$ cat src/rtl/alu_seq.sv
// Multi-cycle execute-stage ALU: single-cycle ops, shift-add multiply and restoring divide.
// Results and flags are registered; completion is signalled by a one-cycle done pulse.
module alu_seq #(
    parameter int WIDTH = 16,
    parameter int SHW   = $clog2(WIDTH)
) (
    input  logic             clk,
    input  logic             reset,
    input  logic             start,
    input  logic [3:0]       op,
    input  logic             s_inm,
    input  logic [WIDTH-1:0] a,
    input  logic [WIDTH-1:0] b,
    output logic [WIDTH-1:0] y,
    output logic             carry,
    output logic             overflow,
    output logic             zero,
    output logic             negative,
    output logic             busy,
    output logic             done
);
    localparam int MSB = WIDTH - 1;
    localparam logic [SHW-1:0] LAST_IT = SHW'(WIDTH - 1);

    localparam logic [3:0] OP_PASS = 4'b0000, OP_NOT  = 4'b0001, OP_ADD  = 4'b0010,
                           OP_SUB  = 4'b0011, OP_AND  = 4'b0100, OP_OR   = 4'b0101,
                           OP_NEG  = 4'b0110, OP_NEGS = 4'b0111, OP_ADC  = 4'b1000,
                           OP_SBB  = 4'b1001, OP_SHL  = 4'b1010, OP_SHR  = 4'b1011,
                           OP_SAR  = 4'b1100, OP_MUL  = 4'b1101, OP_DIVU = 4'b1110,
                           OP_REMU = 4'b1111;

    typedef enum logic [1:0] {IDLE, S_MUL, S_DIV} state_t;

    state_t             state_q, state_d;
    logic [3:0]         op_q, op_d;
    logic [WIDTH-1:0]   a_q, a_d, b_q, b_d;
    logic               sinm_q, sinm_d;
    logic               pend_q, pend_d;
    logic [SHW-1:0]     cnt_q, cnt_d;
    logic [2*WIDTH-1:0] prod_q, prod_d;
    logic [WIDTH-1:0]   y_q, y_d;
    logic               carry_q, carry_d, ovf_q, ovf_d, zero_q, zero_d, neg_q, neg_d;
    logic               busy_q, busy_d, done_q, done_d;

    logic [WIDTH-1:0]   ex_y, sx, sy;
    logic               ex_c, ex_v;
    logic [WIDTH:0]     sum, dif, sh;
    logic [SHW-1:0]     amt;
    logic               is_multi;

    logic [WIDTH:0]     mul_add, div_sh, div_rem;
    logic               div_ge;
    logic [2*WIDTH-1:0] mul_next, div_next;

    logic               upd, new_c, new_v, accept;
    logic [WIDTH-1:0]   new_y;

    assign amt      = b_q[SHW-1:0];
    assign is_multi = (op_q == OP_MUL) ||
                      (((op_q == OP_DIVU) || (op_q == OP_REMU)) && (b_q != '0));

    // Single-cycle result, evaluated from the latched operands one edge after start
    always_comb begin
        ex_y = '0;
        ex_c = 1'b0;
        ex_v = 1'b0;
        sx   = a_q;
        sy   = b_q;
        sum  = '0;
        dif  = '0;
        sh   = '0;
        case (op_q)
            OP_PASS: ex_y = a_q;
            OP_NOT:  ex_y = ~a_q;
            OP_ADD, OP_ADC: begin
                sum  = {1'b0, a_q} + {1'b0, b_q} + {{WIDTH{1'b0}}, (op_q == OP_ADC) & carry_q};
                ex_y = sum[MSB:0];
                ex_c = sum[WIDTH];
                ex_v = (a_q[MSB] == b_q[MSB]) && (sum[MSB] != a_q[MSB]);
            end
            OP_SUB, OP_SBB: begin
                sx   = ((op_q == OP_SUB) && sinm_q) ? b_q : a_q;
                sy   = ((op_q == OP_SUB) && sinm_q) ? a_q : b_q;
                // Bit WIDTH of the extended difference is the borrow
                dif  = {1'b0, sx} - {1'b0, sy} - {{WIDTH{1'b0}}, (op_q == OP_SBB) & carry_q};
                ex_y = dif[MSB:0];
                ex_c = dif[WIDTH];
                ex_v = (sx[MSB] != sy[MSB]) && (dif[MSB] != sx[MSB]);
            end
            OP_AND:  ex_y = a_q & b_q;
            OP_OR:   ex_y = a_q | b_q;
            OP_NEG, OP_NEGS: begin
                sx   = ((op_q == OP_NEG) || sinm_q) ? a_q : b_q;
                ex_y = '0 - sx;
                ex_v = (sx == {1'b1, {(WIDTH-1){1'b0}}});
            end
            // The guard bit catches the last bit shifted out and stays 0 for amt=0
            OP_SHL: begin
                sh   = {1'b0, a_q} << amt;
                ex_y = sh[MSB:0];
                ex_c = sh[WIDTH];
            end
            OP_SHR: begin
                sh   = {a_q, 1'b0} >> amt;
                ex_y = sh[WIDTH:1];
                ex_c = sh[0];
            end
            OP_SAR: begin
                sh   = $signed({a_q, 1'b0}) >>> amt;
                ex_y = sh[WIDTH:1];
                ex_c = sh[0];
            end
            OP_DIVU: begin
                ex_y = '1;
                ex_v = 1'b1;
            end
            OP_REMU: begin
                ex_y = a_q;
                ex_v = 1'b1;
            end
            default: ;
        endcase
    end

    // Iteration datapaths sharing prod_q: {acc, multiplier} or {remainder, dividend/quotient}
    always_comb begin
        mul_add  = {1'b0, prod_q[2*WIDTH-1:WIDTH]} + (prod_q[0] ? {1'b0, a_q} : '0);
        mul_next = {mul_add, prod_q[WIDTH-1:1]};
        div_sh   = {prod_q[2*WIDTH-1:WIDTH], prod_q[WIDTH-1]};
        div_ge   = (div_sh >= {1'b0, b_q});
        div_rem  = div_ge ? (div_sh - {1'b0, b_q}) : div_sh;
        div_next = {div_rem[MSB:0], prod_q[WIDTH-2:0], div_ge};
    end

    always_comb begin
        state_d = state_q;
        op_d    = op_q;
        a_d     = a_q;
        b_d     = b_q;
        sinm_d  = sinm_q;
        cnt_d   = cnt_q;
        prod_d  = prod_q;
        busy_d  = busy_q;
        done_d  = 1'b0;
        upd     = 1'b0;
        new_y   = ex_y;
        new_c   = ex_c;
        new_v   = ex_v;

        // A latched op that is about to turn multi-cycle still owns the operand registers
        accept = start && !busy_q && !(pend_q && is_multi);
        pend_d = accept;
        if (accept) begin
            op_d   = op;
            a_d    = a;
            b_d    = b;
            sinm_d = s_inm;
        end

        case (state_q)
            IDLE: begin
                if (pend_q) begin
                    if (is_multi) begin
                        state_d = (op_q == OP_MUL) ? S_MUL : S_DIV;
                        busy_d  = 1'b1;
                        cnt_d   = '0;
                        prod_d  = {{WIDTH{1'b0}}, (op_q == OP_MUL) ? b_q : a_q};
                    end else begin
                        upd    = 1'b1;
                        done_d = 1'b1;
                    end
                end
            end
            S_MUL: begin
                prod_d = mul_next;
                cnt_d  = cnt_q + SHW'(1);
                if (cnt_q == LAST_IT) begin
                    state_d = IDLE;
                    busy_d  = 1'b0;
                    done_d  = 1'b1;
                    cnt_d   = '0;
                    upd     = 1'b1;
                    new_y   = mul_next[MSB:0];
                    new_c   = |mul_next[2*WIDTH-1:WIDTH];
                    new_v   = 1'b0;
                end
            end
            S_DIV: begin
                prod_d = div_next;
                cnt_d  = cnt_q + SHW'(1);
                if (cnt_q == LAST_IT) begin
                    state_d = IDLE;
                    busy_d  = 1'b0;
                    done_d  = 1'b1;
                    cnt_d   = '0;
                    upd     = 1'b1;
                    new_y   = (op_q == OP_REMU) ? div_next[2*WIDTH-1:WIDTH] : div_next[MSB:0];
                    new_c   = 1'b0;
                    new_v   = 1'b0;
                end
            end
            default: state_d = IDLE;
        endcase

        y_d     = upd ? new_y : y_q;
        carry_d = upd ? new_c : carry_q;
        ovf_d   = upd ? new_v : ovf_q;
        zero_d  = upd ? (new_y == '0) : zero_q;
        neg_d   = upd ? new_y[MSB] : neg_q;
    end

    always_ff @(posedge clk or negedge reset) begin
        if (!reset) begin
            state_q <= IDLE;
            op_q    <= '0;
            a_q     <= '0;
            b_q     <= '0;
            sinm_q  <= 1'b0;
            pend_q  <= 1'b0;
            cnt_q   <= '0;
            prod_q  <= '0;
            y_q     <= '0;
            carry_q <= 1'b0;
            ovf_q   <= 1'b0;
            zero_q  <= 1'b0;
            neg_q   <= 1'b0;
            busy_q  <= 1'b0;
            done_q  <= 1'b0;
        end else begin
            state_q <= state_d;
            op_q    <= op_d;
            a_q     <= a_d;
            b_q     <= b_d;
            sinm_q  <= sinm_d;
            pend_q  <= pend_d;
            cnt_q   <= cnt_d;
            prod_q  <= prod_d;
            y_q     <= y_d;
            carry_q <= carry_d;
            ovf_q   <= ovf_d;
            zero_q  <= zero_d;
            neg_q   <= neg_d;
            busy_q  <= busy_d;
            done_q  <= done_d;
        end
    end

    assign y        = y_q;
    assign carry    = carry_q;
    assign overflow = ovf_q;
    assign zero     = zero_q;
    assign negative = neg_q;
    assign busy     = busy_q;
    assign done     = done_q;
endmodule

$ cat config.mk
export PLATFORM = sky130hd
export DESIGN_NAME = alu_seq
export DESIGN_NICKNAME = d
export VERILOG_FILES = /design/src/rtl/alu_seq.sv
export SDC_FILE = /design/constraint.sdc
export NUM_CORES = 1
export LEC_CHECK = 0
export ABC_AREA = 1
export CAP_MARGIN = 20
export CORE_UTILIZATION = 40
export DETAILED_ROUTE_END_ITERATION = 12
export GPL_TIMING_DRIVEN = 0
export PLACE_DENSITY = 0.62
export SKIP_LAST_GASP = 1
export SYNTH_ARGS = -nofsm -noshare
export SYNTH_HDL_FRONTEND = slang
export SYNTH_SLANG_ARGS = --single-unit
$ cat constraint.sdc
create_clock -name clk -period 3.1 [get_ports clk]
set_clock_uncertainty 0.05 [all_clocks]
set_input_delay 0.93 -clock clk [delete_from_list [all_inputs] [get_ports clk]]
set_output_delay 0.93 -clock clk [all_outputs]
set_load 0.01 [all_outputs]
## Word-level counts from Yosys, hierarchy flattened

Cells that the tools add are included.

- Flip-flop bits (word level): 98
- Output and inout bits: 22
- Word-level logic and storage cells: 125
- Input port bits: 40

- Reduce and logical (&&, ||, !) cells: 29
- Eq/ne operators: 26
- Order comparisons: 1
- Bitwise gates (word level): 5
- Shift-type cells: 3
- Add/subtract/negate cells: 8
- Mux-type cells: 38

Operators with widths:

| operator | count |
|---|---|
| case mux 16 bit (11 select lines) | 1 |
| 2-to-1 mux 16 bit | 9 |
| case mux 32 bit (3 select lines) | 1 |
| 2-to-1 mux 32 bit | 2 |
| equality test 4 bit (second input constant) | 9 |
| adder 16 x 16 -> 17 bit | 2 |
| case mux 16 bit (2 select lines) | 1 |
| adder 17 x 1 -> 17 bit | 1 |
| greater-or-equal comparator 17 x 16 -> 1 bit | 1 |
| << shifter 16 x 4 -> 17 bit | 1 |
| right shift 17 x 4 -> 17 bit | 1 |
| >>> shifter 17 x 4 -> 17 bit | 1 |
| subtractor 16 x 16 -> 17 bit | 1 |
| subtractor 17 x 1 -> 17 bit | 1 |
| AND 16 bit | 1 |
| equality test 16 bit (second input constant) | 1 |
| equality test 4 x 3 -> 1 bit (second input constant) | 4 |
| logical NOT 16 bit | 1 |
| NOT 16 bit | 1 |
| OR 16 bit | 1 |
| nonzero test 16 bit | 1 |
| OR reduction 16 bit | 1 |
| subtractor 1 x 16 -> 16 bit (first input constant) | 1 |
| subtractor 16 bit | 1 |
| other kinds (28) | 65 |

## Longest topological paths before layout

- Depth after elaboration: 10
- Gate-level depth with buffers: 27
- Mapped depth without buffers: 26

## Worst setup path after synthesis

No wires, ideal clock.

- Path kind: reg2reg
- Start point: register op_q[3]
- End point: register zero_q, in the netlist zero
- Data arrival time: 3.319 ns
- Period minus slack after synthesis: 3.435 ns
- Stages on the path, launching flop included: 25
- Path slack: -0.335 ns
- Path through: dfrtp_1 nor2_1 nand3_2 clkbuf_1 nand2_1 o21ai_0 fa_1 inv_1 fa_1 nor2_1 o21ai_0 nand3_1 nand2_1 nand2_1 nand2_1 nor2_1 nor3_1 nand3_1 nand2_1 inv_1 a21oi_1 nand3_1 nor2_1 nand3_1 nand2_1

- Word-level cells in the longest chain between the ends: 9
- Elaborated cells between the ends (all ways): 43
- Classes of those cells: add/sub (4); eq/ne (15); mux (11); bitwise (2); reduce/logical (11)

Ends and longest elaborated chain:

| item | RTL line | RTL |
|---|---|---|
| start: declaration | 35 | `logic [3:0] op_q, op_d;` |
| start signal: assignment | 231 | `op_q <= op_d;` |
| equality test 4 x 2 -> 1 bit | 72, 82, 83 |  |
| logical AND 1 bit | 82, 83 |  |
| 2-to-1 mux 16 bit, on equally long branches | 82, 83 |  |
| subtractor 16 x 16 -> 17 bit | 85 | `dif = {1'b0, sx} - {1'b0, sy} - {{WIDTH{1'b0}}, (op_q == OP_SBB) & carry_q};` |
| subtractor 17 x 1 -> 17 bit | 85 |  |
| case mux 16 bit (11 select lines) | 72 | `case (op_q)` |
| 2-to-1 mux 16 bit, on equally long branches | 191, 177 |  |
| case mux 16 bit (2 select lines) | 160 | `case (state_q)` |
| logical NOT 16 bit | 208 | `zero_d = upd ? (new_y == '0) : zero_q;` |
| end signal: assignment | 241 | `zero_q <= zero_d;` |
| end: declaration | 42 | `logic carry_q, carry_d, ovf_q, ovf_d, zero_q, zero_d, neg_q, neg_d;` |

Several ways; a longest one is shown, not always the timed one.
A chain may end at the register's enable or synchronous reset.

## Final worst setup path

- Start point: register a_q[11]
- End point: register zero_q, in the netlist zero

- Word-level cells in the longest chain between the ends: 7
- Elaborated cells between the ends (all ways): 19
- Classes of those cells: add/sub (5); shift (3); mux (7); bitwise (3); reduce/logical (1)

Ends and longest elaborated chain:

| item | RTL line | RTL |
|---|---|---|
| start: declaration | 36 | `logic [WIDTH-1:0] a_q, a_d, b_q, b_d;` |
| start signal: assignment | 216 | `a_q <= '0;` |
| start signal: assignment | 232 | `a_q <= a_d;` |
| 2-to-1 mux 16 bit, on equally long branches | 82, 83 |  |
| subtractor 16 x 16 -> 17 bit | 85 |  |
| subtractor 17 x 1 -> 17 bit | 85 |  |
| case mux 16 bit (11 select lines) * | 72 |  |
| 2-to-1 mux 16 bit, on equally long branches | 191, 177 |  |
| case mux 16 bit (2 select lines) * | 160 |  |
| logical NOT 16 bit * | 208 |  |

Every way passes the cells marked *; elsewhere a longest branch is shown, timed or not.

==> flow_summary_export.csv <==
group,metric,value,unit
clock_network,clock_path_buffers,2,
drt,drt-initial-drc-count,1831,
clock_network,cts_tree,"yes",
grt,grt_pass1_wl,91.6,mm
logic_synthesis,synthFlopType,"dfrtp_1",
cells_and_area,final_nets,2339,
logic_synthesis,ys_seq_area_share,20.2,%
worst_hold_path,hold_path_depth,2,
logic_synthesis,synth_fa_ha_area_share,9.86,%
logic_synthesis,synth_enable_flop_cells,0,
setup_path,cp-end-kind,"register",
timing,hold_violations,0,
clock_network,numCtsBuffers,9,
clock_network,cts_num_sinks,97,
worst_hold_path,hold_class,"register to register",
setup_path,worstPathArrival,3830,ps
logic_synthesis,synth_fp_nets,2147,
clock_network,root_buffer,"clkbuf_16",
setup_path,critPathKind,"register to register",
drt,drcViolationCount,0,
drt,vias,15500,
cells_and_area,syn_to_final_growth,30.1,%
grt,grt_overflow,0,
place,gp_congestion,1.05,
setup_path,cp_slowest_cell,"ha_2",
timing,whs,435,ps
logic_synthesis,yosysMostFrequentCell,"nand2_1",
drt,routedWlPerCell,24.4,um
outcome,status,"complete, but fails checks",
timing,setup_viol,17,
clock_network,path_clk_slew,80,ps
place,io_buffers,61,
grt,antenna_found_initial,0,
logic_synthesis,synth_cells,2016,
cells_and_area,fillCellCount,3084,
drt,dr.pass1.iters,6,
drt,ant_nets,0,
die,die-area,30700,um^2
logic_synthesis,synth_top_area_cell,"dfrtp_1",
timing,worstMarginPinSlew,959,ps
setup_path,ff2ff_path_depth,17,
setup_path,worstPathMaxFanout,9,
clock_network,htreeDepth,3,
setup_path,cp.required,3390,ps
setup_path,rrSetupSlack,-440,ps
outcome,violations,"negative setup slack",
timing,setup_tns,-3480,ps
die,rows,63,
drt,drt-vias-per-instance,5.94,
timing,min_period,3540,ps
die,core_area,29600,um^2
logic_synthesis,ys_seq_elements,97,
worst_hold_path,hp-start,"y[14]",
logic_synthesis,async_reset_ff_share,100,%
cells_and_area,antenna_cells,0,
die,initial_core_util,40.6,%
clock_network,postCtsHoldBufs,0,
logic_synthesis,avgSynthCellArea,5.95,um^2
drt,finalWirelength,63.5,mm
logic_synthesis,synth_mux_area_share,0,%
die,dieHeight,175,um
logic_synthesis,synth_cell_type_count,54,
worst_hold_path,min_to,"y[14]",
timing,max_slew_margin,35.4,%
die,die_w,175,um
timing,layout_setup_ws,-442,ps
grt,grt_pass1_vias,14200,
job,drv_cap,0,
setup_path,path_cells,"clkbuf_8 -> clkinvlp_4 -> ha_2 -> ha_1 -> a21oi_1 -> o21ai_0 -> nor2_1 -> nand3_1 -> nand3_1 -> nand2_1 -> nor2_2 -> nand3_2 -> nand2_2 -> nand2_1 -> nor2_1 -> nand3_1 -> nand2_1",
logic_synthesis,synth_top_area_share,20.2,%
logic_synthesis,synth_xor_area_share,1.97,%
cells_and_area,layout-drive-gt1-share,20.1,%
clock_network,clock_latency,400,ps
setup_path,startpoint_type,"register",
place,hpwlAfterDp,48.1,mm
timing,rsz0062_at_grt,"yes",
logic_synthesis,yosysWarnings,0,
die,pin_count,62,
grt,grt_max_degree,64,
setup_path,slowest_delay,500,ps
setup_path,reg2reg_from,"a_q[11]",
timing,finalCritPeriodShare,114,%
timing,finalMaxSlewViolations,0,
logic_synthesis,synth_area,12000,um^2
logic_synthesis,ys_top_cells_by_area,"dfrtp_1 (20%), nand2_1 (19%), o21ai_0 (9.7%)",
timing,fmax,282,MHz
logic_synthesis,synth_compound_area_share,21.2,%
setup_path,r2r-end,"zero",
logic_synthesis,synth_top_family_by_area,"simple AND/OR/NAND/NOR gates",
logic_synthesis,synthTopCellsByCount,"nand2_1 (612), o21ai_0 (233), inv_1 (212)",
grt,grt_usage,41.2,%
logic_synthesis,synth-simple-area-share,36.7,%
-- sequential cells by signal, indices dropped and copies added, names as in the netlist --
name,flops
a_q,16
b_q,16
busy,1
carry,1
cnt_q,4
done,1
op_q,4
overflow,1
pend_q,1
prod_q,32
sinm_q,1
state_q,2
y,16
zero,1
-- routing by layer --
layer  GRT usage, %  up-vias  part of all wire [%]  wire (um)
met1           57.4     7314                    43      27200
met5              0        -                     0          0
met2           59.4      882                    41      26000
li1               -     7106                     -          -
met3           10.6      171                    11       7140
met4           17.8        0                   4.9       3100
-- critical path: cells and delay by family, from the launching register on --
family / cells / cell delay (ps)
DFF: 1 / 370
buffers and inverters: 2 / 460
adders and majority gates: 2 / 830
AOI/OAI and AO/OA: 2 / 490
and+or+nand+nor: 11 / 1270
-- area by class of cell --
cell class                 count  area, um^2  share of cell area, %
sequential                    97        2470                   15.8
buffer                        78         599                   3.84
multi-input combinational   1616        9260                   59.3
inverter                     223         925                   5.92
clock inverter                 7        71.3                  0.457
tap                          390         488                   3.12
timing repair buffer         183        1580                   10.1
clock buffer                   9         225                   1.44
-- cell usage in the layout (no fill, tap or decap), types with 8 or more instances in the layout --
cell | Yosys | routed
nor3_1 | 19 | 12
nor2_4 | 5 | 19
o21ai_2 | 2 | 16
inv_2 | 7 | 17
nand3_4 | 0 | 11
o21ai_0 | 233 | 196
clkbuf_1 | 48 | 28
nor2_2 | 4 | 21
xor2_1 | 16 | 16
a21oi_2 | 0 | 12
nor2_1 | 165 | 134
buf_4 | 2 | 115
dfrtp_1 | 97 | 70
nand2_1 | 612 | 571
o211ai_1 | 19 | 19
inv_1 | 212 | 180
xnor2_1 | 11 | 10
o22ai_1 | 14 | 14
a22oi_1 | 13 | 13
ha_1 | 85 | 70
clkdlybuf4s50_1 | 0 | 60
buf_2 | 15 | 11
nand4_1 | 33 | 33
o21bai_1 | 12 | 11
clkinvlp_4 | 0 | 18
o21ai_1 | 8 | 29
a21oi_1 | 105 | 92
nand3_2 | 1 | 15
o21a_1 | 13 | 13
nand3_1 | 166 | 141
buf_6 | 2 | 12
clkbuf_16 | 0 | 13
dfrtp_2 | 0 | 23
clkbuf_2 | 0 | 8
nand2_2 | 14 | 49
ha_4 | 0 | 8
-- worst max path at each step --
stage | endpoint | slack, ps | cells after the start | from
2_1_floorplan | zero | 10 | 24 | op_q[3]
3_3_place_gp | op_q[3] | -3310 | 1 | reset
3_5_place_dp | zero | -1670 | 17 | b_q[2]
4_1_cts | zero | -370 | 25 | op_q[0]
5_1_grt | zero | -550 | 24 | op_q[3]
6_report | zero | -440 | 17 | a_q[11]
-- repair_timing --
item / 4_1_cts / 5_1_grt
setup endpoints to repair: 47 / 64
pin swaps: 54 / 74
hold endpoints to repair: 0 / 0
gates resized for setup: 229 / 150
cloned: 0 / 1
buffers inserted: 85 / 35
-- through the flow --
stage / util, % / worst slack (ps) / cells / instance area, um^2
3_5_place_dp: 44.5 / -1670 / 2468 / 13200
5_1_grt: 52.8 / -553 / 2603 / 15600
3_3_place_gp: 44.4 / -3310 / 2467 / 13100
4_1_cts: 50.1 / -369 / 2569 / 14800
2_1_floorplan: - / 9.61 / 2016 / 12000
6_report: 52.8 / -442 / 2603 / 15600
-- cells by family after synthesis --
family                     Yosys count
xor gates and xnor gates            27
and+or+nand+nor                   1042
adders and majority gates           91
buffers and inverters              303
AOI/OAI and AO/OA                  456
DFF                                 97
Power is left out: the tool's default activity adds up to more than one toggle a clock period on the data nets, which glitch-free logic cannot reach.
==> RTL change: new RTL, config.mk and constraints unchanged <==
The output `done` loses its register stage (`done_q` becomes a continuous assignment).
--- a/src/rtl/alu_seq.sv
+++ b/src/rtl/alu_seq.sv
@@ -225,7 +225,6 @@
             zero_q  <= 1'b0;
             neg_q   <= 1'b0;
             busy_q  <= 1'b0;
-            done_q  <= 1'b0;
         end else begin
             state_q <= state_d;
             op_q    <= op_d;
@@ -241,9 +240,10 @@
             zero_q  <= zero_d;
             neg_q   <= neg_d;
             busy_q  <= busy_d;
-            done_q  <= done_d;
         end
     end
+
+    assign done_q = done_d;
 
     assign y        = y_q;
     assign carry    = carry_q;
Behaviour: not the same (Yosys sat finds a counterexample within 4 cycles, from zero or initial values and one cycle with reset low).
==> RTL change against the unedited design <==
Design area down 4.1%. Synthesized area down 0.21%. Routed wire length down 3.9%. Register-to-register slack better by 0.10 ns. Sequential cell count down 1. Critical path depth down 8. First-iteration DRC count up 11%. The flow still finishes with violations (negative setup slack). Critical path type is now reg2out. Die area down 0.21%. Setup slack better by 0.018 ns.
Power is left out: the tool's default activity adds up to more than one toggle a clock period on the data nets, which glitch-free logic cannot reach.
==> RTL change: results (changes against the unedited design) <==
share of cells above drive strength 1: 0.166 (was 0.201)
clk cell area share: 0.0208 (was 0.0190)
Hold Crit Class: reg2reg (unchanged)
Total Wirelength: 61000 µm (was 63500 µm)
Finished Layout Cells: 2565 (was 2603)
Slew @ Worst Pin: 0.732 ns (was 0.959 ns)
number of flip-flops under the largest register name: 32 (unchanged)
met3 WL: 7090 µm (was 7140 µm)
antenna violations before repair: 1 (was 0)
Total GRT Usage: 0.395 (was 0.412)
M1 wire length: 26200 µm (was 27200 µm)
Fin Setup TNS: -1.80 ns (was -3.48 ns)
DRT iter0 DRCs: 2035 (was 1831)
vias in the first global route: 14100 (was 14200)
Post-DP Area: 13100 µm² (was 13200 µm²)
crit path max fanout: 6 (was 9)
Syn Area/Cell: 5.94 µm² (was 5.95 µm²)
met1 usage: 0.551 (was 0.574)
Final Core Density: 0.515 (was 0.528)
top cells by area, synth: dfrtp_1 20%, nand2_1 19%, o21ai_0 9.7%, ha_1 8.9%, nand3_1 6.9% (unchanged)
met2 Track Usage GR: 0.574 (was 0.594)
nets@finish: 2307 (was 2339)
buffering overhead: 0.124 (was 0.140)
Signal buffers: 230 (was 261)
crit-path leading delay family: buffers and inverters (was simple AND/OR/NAND/NOR gates)
setup ws final: -0.424 ns (was -0.442 ns)
fraction of area in multi-input gates: 0.599 (was 0.593)
Fillers: 3128 (was 3084)
Synthesis Warnings: 0 (unchanged)
Vias/cell: 5.92 (was 5.94)
largest net degree at the start of global routing: 50 (was 64)
Gates resized, CTS repair: 207 (was 229)
Num CTS Buffers: 9 (unchanged)
GP Congestion: 1.07 (was 1.05)
worst skew pair latency: 0.37 ns (was 0.40 ns)
worst reg-to-reg setup slack: -0.34 ns (was -0.44 ns)
met2 wire length: 25000 µm (was 26000 µm)
DR pass1 iterations: 7 (was 6)
sequential share of the synthesized area: 0.201 (was 0.202)
met3 GRT Util: 0.104 (was 0.106)
status: finished with violations (unchanged)
seq_cells: 96 (was 97)
setup violators final: 13 (was 17)
syn nets: 2146 (was 2147)
Post-CTS Setup Inserts: 68 (was 85)
slowest cell on the critical path: clkdlybuf4s50_1 (was ha_2)
Non-clk invs: 223 (unchanged)
first-pass GRT wire length: 88800 µm (was 91600 µm)
Crit path arrival time: 2.54 ns (was 3.83 ns)
Seq area share: 0.163 (was 0.158)
Synth area leader: dfrtp_1 (unchanged)
dpl ws: -1.54 ns (was -1.67 ns)
failing checks: negative setup slack (unchanged)
highest routed metal layer: met5 (was met4)
multi-input gates: 1616 (unchanged)
final hold slack: 0.435 ns (about the same)
placed insts: 2461 (was 2468)
HPWL Detailed: 46800 µm (was 48100 µm)
## RTL change: cell types whose count changed in the layout (fill, tap and decap cells not counted), moves of 5 or more
cell	before	now
nand2_2	49	37
clkbuf_2	8	2
buf_4	115	97
buf_6	12	5
nor2_4	19	12
inv_1	180	186
nand3_1	141	149
a21oi_1	92	97
nand3_4	11	2
nand2_1	571	587
nor2_1	134	144
## RTL change: worst paths after layout
kind | from | to | depth (start not counted)
setup / recovery | op_q[2] | done | 9
hold / removal | y[10] | y[10] | 2
setup reg to reg | b_q[0] | zero | 23
hold reg to reg | y[10] | y[10] | 2
max in group asynchronous | reset | prod_q[5] | 2
min in group asynchronous | reset | prod_q[28] | 1
## RTL change: cell families after synthesis
family                   count (synthesis)  share of synthesized area
adder cells (fa/ha/maj)                 91                     0.0988
buffers and inverters                  303                     0.0998
flip-flops                              96                      0.201
AND/OR/NAND/NOR                       1042                      0.368
XOR/XNOR                                27                     0.0197
AO/OA/AOI/OAI                          456                      0.213
